`src/rtl/tape_pulse_gen.sv`:
```
// ============================================================================
// Module      : tape_pulse_gen
// Description : Cassette tape block player. It emits a pilot tone, two sync
//               pulses and then a serial byte stream as half-period pulses on
//               tape_level. All timing is measured in ce_tick units (one tick
//               per tape T-state).
// Revision    : 1.0 - initial release
// ----------------------------------------------------------------------------
// Ports
//   clk          in   system clock (motherboard domain)
//   reset_n      in   asynchronous active-low reset
//   ce_tick      in   one-clk timing enable, one per tape T-state
//   start        in   one-clk pulse; begins a block when idle
//   pilot_len    in   [15:0] pilot pulse length (ticks)
//   pilot_cnt    in   [15:0] number of pilot pulses (0 = no pilot)
//   sync1_len    in   [15:0] first sync pulse length
//   sync2_len    in   [15:0] second sync pulse length
//   zero_len     in   [15:0] pulse length for a 0 bit (two pulses per bit)
//   one_len      in   [15:0] pulse length for a 1 bit (two pulses per bit)
//   data         in   [7:0]  byte to play, MSB first
//   data_valid   in   byte available
//   data_last    in   byte is the final one of the block
//   data_ready   out  block can accept a byte this clk
//   motor        in   tape motor control
//   tape_level   out  pulse level towards the motherboard tape input
//   busy         out  block active (any state but IDLE)
//   done         out  one-clk completion pulse
//   underflow    out  sticky: a byte was needed but none was offered
// ----------------------------------------------------------------------------
// Configuration macro
//   TAPE_MOTOR_GATE_EN : when defined, motor=0 suspends all pulse timing
//                        (ce_tick ignored, counters and level frozen). When
//                        undefined the motor input is unused.
// ============================================================================
`default_nettype none

module tape_pulse_gen (
  input  logic        clk,
  input  logic        reset_n,
  input  logic        ce_tick,
  input  logic        start,
  input  logic [15:0] pilot_len,
  input  logic [15:0] pilot_cnt,
  input  logic [15:0] sync1_len,
  input  logic [15:0] sync2_len,
  input  logic [15:0] zero_len,
  input  logic [15:0] one_len,
  input  logic [7:0]  data,
  input  logic        data_valid,
  input  logic        data_last,
  output logic        data_ready,
  input  logic        motor,
  output logic        tape_level,
  output logic        busy,
  output logic        done,
  output logic        underflow
);

  typedef enum logic [2:0] {
    S_IDLE  = 3'd0,
    S_PILOT = 3'd1,
    S_SYNC1 = 3'd2,
    S_SYNC2 = 3'd3,
    S_DATA  = 3'd4,
    S_DONE  = 3'd5
  } state_t;

  state_t      r_state;
  state_t      w_next;

  // Parameters captured on the accepted start
  logic [15:0] r_pilot_len;
  logic [15:0] r_sync1_len;
  logic [15:0] r_sync2_len;
  logic [15:0] r_zero_len;
  logic [15:0] r_one_len;

  logic [15:0] r_pulses;    // pilot pulses still to emit
  logic [15:0] r_cnt;       // ticks elapsed in the current pulse
  logic [7:0]  r_byte;      // byte being played
  logic        r_have;      // r_byte holds a byte still being played
  logic        r_last;      // r_byte is the final byte of the block
  logic [2:0]  r_bit_idx;   // bit of r_byte being played
  logic        r_half;      // 0: first pulse of the bit, 1: second pulse
  logic        r_level;
  logic        r_underflow;

  logic        w_tick;
  logic [15:0] w_len;
  logic [15:0] w_len_eff;
  logic [16:0] w_cnt_inc;
  logic        w_timing;
  logic        w_pulse_end;
  logic        w_xfer;

`ifdef TAPE_MOTOR_GATE_EN
  // A stopped motor simply swallows ticks, so every counter resumes exactly
  // where it was frozen.
  assign w_tick = ce_tick & motor;
`else
  logic w_motor_unused;
  assign w_motor_unused = motor;
  assign w_tick         = ce_tick;
`endif

  // Length of the pulse currently being generated
  always_comb begin
    w_len = 16'd0;
    case (r_state)
      S_PILOT: w_len = r_pilot_len;
      S_SYNC1: w_len = r_sync1_len;
      S_SYNC2: w_len = r_sync2_len;
      S_DATA:  w_len = r_byte[r_bit_idx] ? r_one_len : r_zero_len;
      default: w_len = 16'd0;
    endcase
  end

  // A zero length would otherwise never terminate; play it as one tick.
  assign w_len_eff = (w_len == 16'd0) ? 16'd1 : w_len;
  assign w_cnt_inc = {1'b0, r_cnt} + 17'd1;

  // In DATA the timing only runs while a byte is held; without one the
  // pulse machinery is frozen (starvation or waiting for the handshake).
  assign w_timing    = (r_state == S_PILOT) || (r_state == S_SYNC1) ||
                       (r_state == S_SYNC2) || ((r_state == S_DATA) && r_have);
  assign w_pulse_end = w_timing && w_tick && (w_cnt_inc >= {1'b0, w_len_eff});
  assign w_xfer      = data_valid && data_ready;

  // State register
  always_ff @(posedge clk or negedge reset_n) begin
    if (!reset_n) begin
      r_state <= S_IDLE;
    end else begin
      r_state <= w_next;
    end
  end

  // Next state and status outputs
  always_comb begin
    w_next     = r_state;
    busy       = 1'b1;
    done       = 1'b0;
    data_ready = 1'b0;
    case (r_state)
      S_IDLE: begin
        busy = 1'b0;
        if (start) begin
          w_next = (pilot_cnt == 16'd0) ? S_SYNC1 : S_PILOT;
        end
      end
      S_PILOT: begin
        if (w_pulse_end && (r_pulses == 16'd1)) begin
          w_next = S_SYNC1;
        end
      end
      S_SYNC1: begin
        if (w_pulse_end) begin
          w_next = S_SYNC2;
        end
      end
      S_SYNC2: begin
        if (w_pulse_end) begin
          w_next = S_DATA;
        end
      end
      S_DATA: begin
        data_ready = !r_have;
        if (w_pulse_end && r_half && (r_bit_idx == 3'd0) && r_last) begin
          w_next = S_DONE;
        end
      end
      S_DONE: begin
        done   = 1'b1;
        w_next = S_IDLE;
      end
      default: begin
        w_next = S_IDLE;
      end
    endcase
  end

  // Pulse timing, byte holding and status registers
  always_ff @(posedge clk or negedge reset_n) begin
    if (!reset_n) begin
      r_pilot_len <= 16'd0;
      r_sync1_len <= 16'd0;
      r_sync2_len <= 16'd0;
      r_zero_len  <= 16'd0;
      r_one_len   <= 16'd0;
      r_pulses    <= 16'd0;
      r_cnt       <= 16'd0;
      r_byte      <= 8'd0;
      r_have      <= 1'b0;
      r_last      <= 1'b0;
      r_bit_idx   <= 3'd0;
      r_half      <= 1'b0;
      r_level     <= 1'b0;
      r_underflow <= 1'b0;
    end else begin
      if ((r_state == S_IDLE) && start) begin
        r_pilot_len <= pilot_len;
        r_sync1_len <= sync1_len;
        r_sync2_len <= sync2_len;
        r_zero_len  <= zero_len;
        r_one_len   <= one_len;
        r_pulses    <= pilot_cnt;
        r_cnt       <= 16'd0;
        r_have      <= 1'b0;
        r_half      <= 1'b0;
        r_underflow <= 1'b0;
      end

      if (w_pulse_end) begin
        r_level <= ~r_level;
        r_cnt   <= 16'd0;
        if (r_state == S_PILOT) begin
          r_pulses <= r_pulses - 16'd1;
        end
        if (r_state == S_DATA) begin
          r_half <= ~r_half;
          if (r_half) begin
            if (r_bit_idx == 3'd0) begin
              r_have <= 1'b0;
            end else begin
              r_bit_idx <= r_bit_idx - 3'd1;
            end
          end
        end
      end else if (w_timing && w_tick) begin
        r_cnt <= w_cnt_inc[15:0];
      end

      // Only possible while no byte is held, so it never collides with a
      // pulse end; a tick in this clk is not counted for the new byte.
      if (w_xfer) begin
        r_byte    <= data;
        r_last    <= data_last;
        r_have    <= 1'b1;
        r_bit_idx <= 3'd7;
        r_half    <= 1'b0;
        r_cnt     <= 16'd0;
      end

      if ((r_state == S_DATA) && !r_have && !data_valid) begin
        r_underflow <= 1'b1;
      end
    end
  end

  assign tape_level = r_level;
  assign underflow  = r_underflow;

endmodule

`default_nettype wire

```
`config.mk`:
```
export PLATFORM = sky130hd
export DESIGN_NAME = tape_pulse_gen
export DESIGN_NICKNAME = d
export VERILOG_FILES = /design/src/rtl/tape_pulse_gen.sv
export SDC_FILE = /design/constraint.sdc
export NUM_CORES = 1
export LEC_CHECK = 0
export ABC_CLOCK_PERIOD_IN_PS = 7800
export BUFFER_PORTS_ARGS = -buffer_cell sky130_fd_sc_hd__buf_2
export CAP_MARGIN = 40
export CELL_PAD_IN_SITES_DETAIL_PLACEMENT = 2
export CELL_PAD_IN_SITES_GLOBAL_PLACEMENT = 2
export CORE_MARGIN = 2
export CORE_UTILIZATION = 37
export CTS_BUF_LIST = sky130_fd_sc_hd__clkbuf_4 sky130_fd_sc_hd__clkbuf_8 sky130_fd_sc_hd__clkbuf_16
export CTS_CLUSTER_SIZE = 25
export DETAILED_ROUTE_END_ITERATION = 7
export GPL_ROUTABILITY_DRIVEN = 0
export GPL_TIMING_DRIVEN = 0
export PLACE_DENSITY_LB_ADDON = 0.2
export SYNTH_ARGS = -nofsm -noshare
export SYNTH_HDL_FRONTEND = slang
export SYNTH_SLANG_ARGS = --single-unit
```
`constraint.sdc`:
```
create_clock -name clk -period 7.8 [get_ports clk]
set_input_delay 1.56 -clock clk [delete_from_list [all_inputs] [get_ports clk]]
set_output_delay 1.56 -clock clk [all_outputs]
set_load 0.02 [all_outputs]
```
After elaboration in Yosys (flattened, before gate mapping). Index checks and enable logic that the tools add are counted.

Add/sub/neg operators: 3. Multiply operators: 0. Divide/modulo/power cells: 0. $lt $le $gt $ge: 2. Eq/ne operators: 12. Shift operators: 0. Multiplexer cells: 39. Bitwise logic cells: 2. Reductions and logical operators: 27.

Operator list (count): 16-bit 2-to-1 mux (9); 16-bit case mux with 4 select lines (1); 16-bit zero test (2); 3-bit 2-to-1 mux (10); 16-bit by 1-bit adder with 17-bit output (second input constant) (1); 17-bit by 16-bit greater-or-equal comparator with 1-bit output (1); 16-bit by 1-bit equality test with 1-bit output (second input constant) (1); 1-bit 2-to-1 mux (16); 16-bit by 1-bit subtractor with 16-bit output (second input constant) (1); 3-bit case mux with 5 select lines (1); 1-bit logical AND (11); 2-bit inequality test (second input constant) (5); 2-bit nonzero test (4); 3-bit by 2-bit equality test with 1-bit output (second input constant) (2); 3-bit equality test (second input constant) (2); 3-bit zero test (2); 5-bit AND reduction (1); 3-bit by 4-bit < comparator with 1-bit output (second input constant) (1); 4-bit AND reduction (1); 4-bit nonzero test (1); 1-bit binary-select mux with 3-bit select (1); 3-bit by 1-bit equality test with 1-bit output (second input constant) (1); 1-bit logical OR (3); 3-bit by 1-bit subtractor with 3-bit output (second input constant) (1); other kinds (4) (6).

Bits in registers: 131. Latch bits: 0. RAM bits: 0. ROM bits: 0. Input port bits: 111. Word-level logic and storage cells: 100. Memories: 0.

Depth between registers and ports, before layout.
Depth after elaboration: 13. Mapped depth: 21. Depth with buffers taken out: 16.

Worst setup path after synthesis. Ideal clock, no wire load.

Path type: register to register. Start point: reg r_bit_idx[1]. End point: reg r_pulses[11]. Arrival: 4254 ps. Data required time: 7674 ps. Path slack: 3420 ps. Stages on the path, launching flop included: 20. Buffers on the path: 3. Period minus slack after synthesis: 4380 ps. Cell sequence: dfrtp_1 -> mux4_1 -> mux2i_4 -> buf_6 -> mux2i_1 -> o22a_2 -> nand4_1 -> or4_1 -> o221ai_1 -> ha_1 -> nand2b_1 -> a21o_1 -> a21oi_1 -> o31ai_1 -> a22o_1 -> buf_6 -> and3_1 -> buf_6 -> a21o_1 -> a221o_1.

Cells in the longest elaborated chain, start to end: 9.

RTL lines: start, declared (RTL line 83) `logic [2:0] r_bit_idx;`; start signal, assigned (RTL line 225) `r_bit_idx <= r_bit_idx - 3'd1;`; 1-bit binary-select mux with 3-bit select (*) (RTL line 113) `S_DATA: w_len = r_byte[r_bit_idx] ? r_one_len : r_zero_len;`; 1-bit 2-to-1 mux (implied by the code) (*) (RTL line 113); 16-bit 2-to-1 mux (*) (RTL line 113); 16-bit case mux with 4 select lines (*) (RTL line 109) `case (r_state)`; 16-bit zero test (RTL line 119) `assign w_len_eff = (w_len == 16'd0) ? 16'd1 : w_len;`; 16-bit 2-to-1 mux (*) (RTL line 119); 17-bit by 16-bit greater-or-equal comparator with 1-bit output (*) (RTL line 126) `assign w_pulse_end = w_timing && w_tick && (w_cnt_inc >= {1'b0, w_len_eff});`; 1-bit logical AND (*) (RTL line 126); 16-bit 2-to-1 mux (*) (RTL line 213) `if (w_pulse_end) begin`; end signal, assigned (RTL line 206) `r_pulses <= pilot_cnt;`; end signal, assigned (RTL line 217) `r_pulses <= r_pulses - 16'd1;`; end, declared (RTL line 78) `logic [15:0] r_pulses;`.

Every way passes the cells marked *; elsewhere a longest branch is shown, timed or not. The select of a mux whose other input is x is not followed. A chain may end at the register's enable or synchronous reset.

Final worst setup path.
Start point: reg r_bit_idx[1]. End point: reg r_cnt[15].

Cells in the longest elaborated chain, start to end: 10.

RTL lines: 1-bit binary-select mux with 3-bit select (*) (RTL line 113); 1-bit 2-to-1 mux (implied by the code) (*) (RTL line 113); 16-bit 2-to-1 mux (*) (RTL line 113); 16-bit case mux with 4 select lines (*) (RTL line 109); 16-bit zero test (RTL line 119); 16-bit 2-to-1 mux (*) (RTL line 119); 17-bit by 16-bit greater-or-equal comparator with 1-bit output (*) (RTL line 126); 1-bit logical AND (*) (RTL line 126); 16-bit 2-to-1 mux (RTL line 213); 16-bit 2-to-1 mux (RTL line 235) `if (w_xfer) begin`; end signal, assigned (RTL line 230) `r_cnt <= w_cnt_inc[15:0];`; end, declared (RTL line 79) `logic [15:0] r_cnt;`.

Marks and branches as above.

==> flow_metrics.py <==
metrics = {
    "status": {
        "status": "finished clean",
    },
    "setup_path": {
        "cpMaxStageDelayCell": "mux4_1",
        "worstSetupPathType": "flop to flop",
        "slowest_delay_ns": 0.63,
        "start_kind": "flop",
        "crit_buf_inv": 2,
        "cp_common_cell": "a21o_1",
        "critPathArrivalTime_ns": 5.81,
        "required_ns": 8.15,
        "critical_path.top_delay_family": "multiplexers",
        "path_cells": "mux4_1 -> mux2i_4 -> buf_6 -> mux2i_1 -> o22a_1 -> nand4_1 -> or4_1 -> o221ai_1 -> ha_1 -> nand2b_1 -> a21o_1 -> a21oi_1 -> o31ai_1 -> a21o_1 -> nor2_1 -> clkbuf_1 -> a22o_1",
        "worstPathMaxFanout": 10,
        "cp-end-kind": "flop",
    },
    "placement": {
        "place_area_mm2": 0.00784,
        "place_inst": 1117,
        "port-buffer-count": 114,
        "dp_hpwl_um": 17800,
        "place_ws_ns": 2.38,
    },
    "cts": {
        "post_cts_buffers": 0,
        "clk_pin_slew_worst_paths_ns": 0.06,
        "hold_buffers": 0,
        "htree_num_levels": 4,
        "insertion_delay_ns": 0.43,
        "clockBufferDepth": 2,
        "cts.sinks": 131,
        "cts_root_buffer": "clkbuf_16",
        "cts_tree": "yes",
        "cts-resized-gates": 0,
        "cts_buffers": 17,
    },
    "synth": {
        "synth_seq_area_share_pct": 47.2,
        "synth.avg_cell_area_um2": 9.03,
        "synth_edf_count": 0,
        "synth_top_cell_by_area": "dfrtp_1",
        "yosys.area.top_type_share_pct": 47.2,
        "syn_inst": 768,
        "synth_area_leaders": "dfrtp_1, nand2_1, mux2i_1, ha_1, a21oi_1",
        "yosys_warnings": 0,
        "syn_area_mm2": 0.00694,
        "yosysUniqueCellTypes": 56,
        "ys_seq_elements": 131,
        "syn_nets": 900,
        "synth_ff_type": "dfrtp_1",
        "synthArstFlopShare_pct": 100,
    },
    "global_routing": {
        "track_usage_pct": 25.1,
        "grt_pass1_vias": 7117,
        "grt_overflow": 0,
        "grt_max_degree": 68,
        "grt_pass1_wl_um": 38600,
        "grt_antenna_before_repair": 0,
    },
    "die": {
        "placement_rows": 50,
        "pin_count": 116,
        "core_mm2": 0.0186,
        "start_util_pct": 37.3,
        "dieArea_mm2": 0.0199,
        "die_w_um": 141,
        "die_y_um": 141,
    },
    "timing": {
        "fin_skew_ns": 0.00920,
        "finalHoldViolCount": 0,
        "rsz0062_at_grt": "no",
        "clock.fmax_mhz": 183,
        "maxSlewHeadroom_pct": 49.4,
        "report.final.slew_viol_count": 0,
        "tightestPinTransition_ns": 0.759,
        "setup_ws_ns": 2.35,
        "finalCritPeriodShare_pct": 69.9,
        "period_minus_slack_ns": 5.45,
        "tns_ns": 0,
        "setup-violations-final": 0,
    },
    "layout": {
        "layout_commonest_cell": "nand2_1",
        "instances_no_fill": 1149,
        "areaGrowthSynthToFinish_pct": 21.1,
        "fillCellCount": 2061,
        "final_cell_mix": "nand2_1, dfrtp_1, buf_2, nor2_1, a21oi_1",
        "nets": 1034,
        "fin_area_mm2": 0.00840,
        "antenna_cells": 0,
        "drive_gt1_share_pct": 19.9,
    },
    "pwr": {
        "ir_worst_vdd_mv": 0.166,
        "p_leak_nw": 4.31,
        "swShare_pct": 43.0,
        "p_int_mw": 1.89,
        "p_sw_mw": 1.43,
        "power_density_mw_per_mm2": 396,
        "p_clk_share_pct": 23.5,
        "power_frac_comb_pct": 41.6,
        "p_seq_share_pct": 34.9,
    },
    "drt": {
        "detail-route-antenna-nets": 0,
        "drt_iter0_drc": 254,
        "drc_errors": 0,
        "drtPass1Iterations": 4,
        "detail_route.vias_per_cell": 5.45,
        "num_vias": 6262,
        "wirelength_um": 23900,
        "wl_per_cell_um": 20.8,
    },
    "hold_path": {
        "hp-class": "flop to flop",
    },
    "run": {
        "max-cap-violations": 0,
    },
}
-- stage by stage --
stage	hold WS, ns	total power, mW	util (%)
4_1_cts	0.472	3.36	45.2
2_1_floorplan	0.445	2.03	-
6_report	0.465	3.32	45.2
3_3_place_gp	0.451	2.43	42.0
5_1_grt	0.476	3.56	45.2
3_5_place_dp	0.461	2.54	42.2
-- cells in the mapped netlist, types with 11 or more instances --
library cell / n
clkbuf_1: 28
a22o_1: 12
nor3_1: 11
mux2i_1: 34
nor2_1: 38
nand4_1: 15
nand2_1: 265
o22a_1: 14
a21oi_1: 37
nand3_1: 17
ha_1: 21
dfrtp_1: 131
-- flip-flops by register name, summed over array words and instances (netlist names) --
register and flops:
r_cnt 16, r_one_len 16, r_pilot_len 16, r_pulses 16, r_sync1_len 16, r_sync2_len 16
r_zero_len 16, r_byte 8, r_bit_idx 3, r_state 3, r_half 1, r_have 1
r_last 1, tape_level 1, underflow 1
-- worst paths after layout --
kind                              startpoint              end  slack, ns  depth (start not counted)
worst min-delay path              tape_level       tape_level       0.46                          1
worst min register to register    tape_level       tape_level       0.46                          1
min in group asynchronous            reset_n        r_byte[7]       1.14                          1
worst max-delay path            r_bit_idx[1]        r_cnt[15]       2.35                         17
worst max register to register  r_bit_idx[1]        r_cnt[15]       2.35                         17
max in group asynchronous            reset_n  r_sync1_len[10]       5.88                          2
-- cell families after synthesis --
family          share of synthesized area, %
simple gates                            24.0
flops                                   47.2
compound gates                          11.9
buf+inv                                 3.48
mux                                     7.61
fa+ha+maj                               3.79
xor+xnor                                2.02
-- area by class of cell --
type / count / area [um2] / share of cell area [%]
plain buffers: 42 / 200 / 2.38
clock buffers: 17 / 425 / 5.06
clock inverters: 15 / 140 / 1.67
inverters: 11 / 41.3 / 0.492
multi-input cells: 584 / 3420 / 40.7
flip-flops and latches: 131 / 3280 / 39.0
well taps: 234 / 293 / 3.49
repair buffers: 115 / 604 / 7.19
-- metal layers --
layer,GRT usage (%),vias to the layer above,routed length [um]
met5,0,-,0
met3,3.63,28,780
met1,31.6,3205,10200
li1,-,2914,-
met2,44.7,115,12500
met4,7.68,0,379
-- power groups by stage --
stage | sequential [mW] | combinational (mW) | clock, mW
2_1_floorplan | 1.10 | 0.929 | 0
3_3_place_gp | 1.14 | 1.28 | 0
3_5_place_dp | 1.16 | 1.37 | 0
4_1_cts | 1.16 | 1.41 | 0.797
5_1_grt | 1.20 | 1.54 | 0.824
6_report | 1.16 | 1.38 | 0.781
Note: power is estimated with default switching activity, not from simulation.
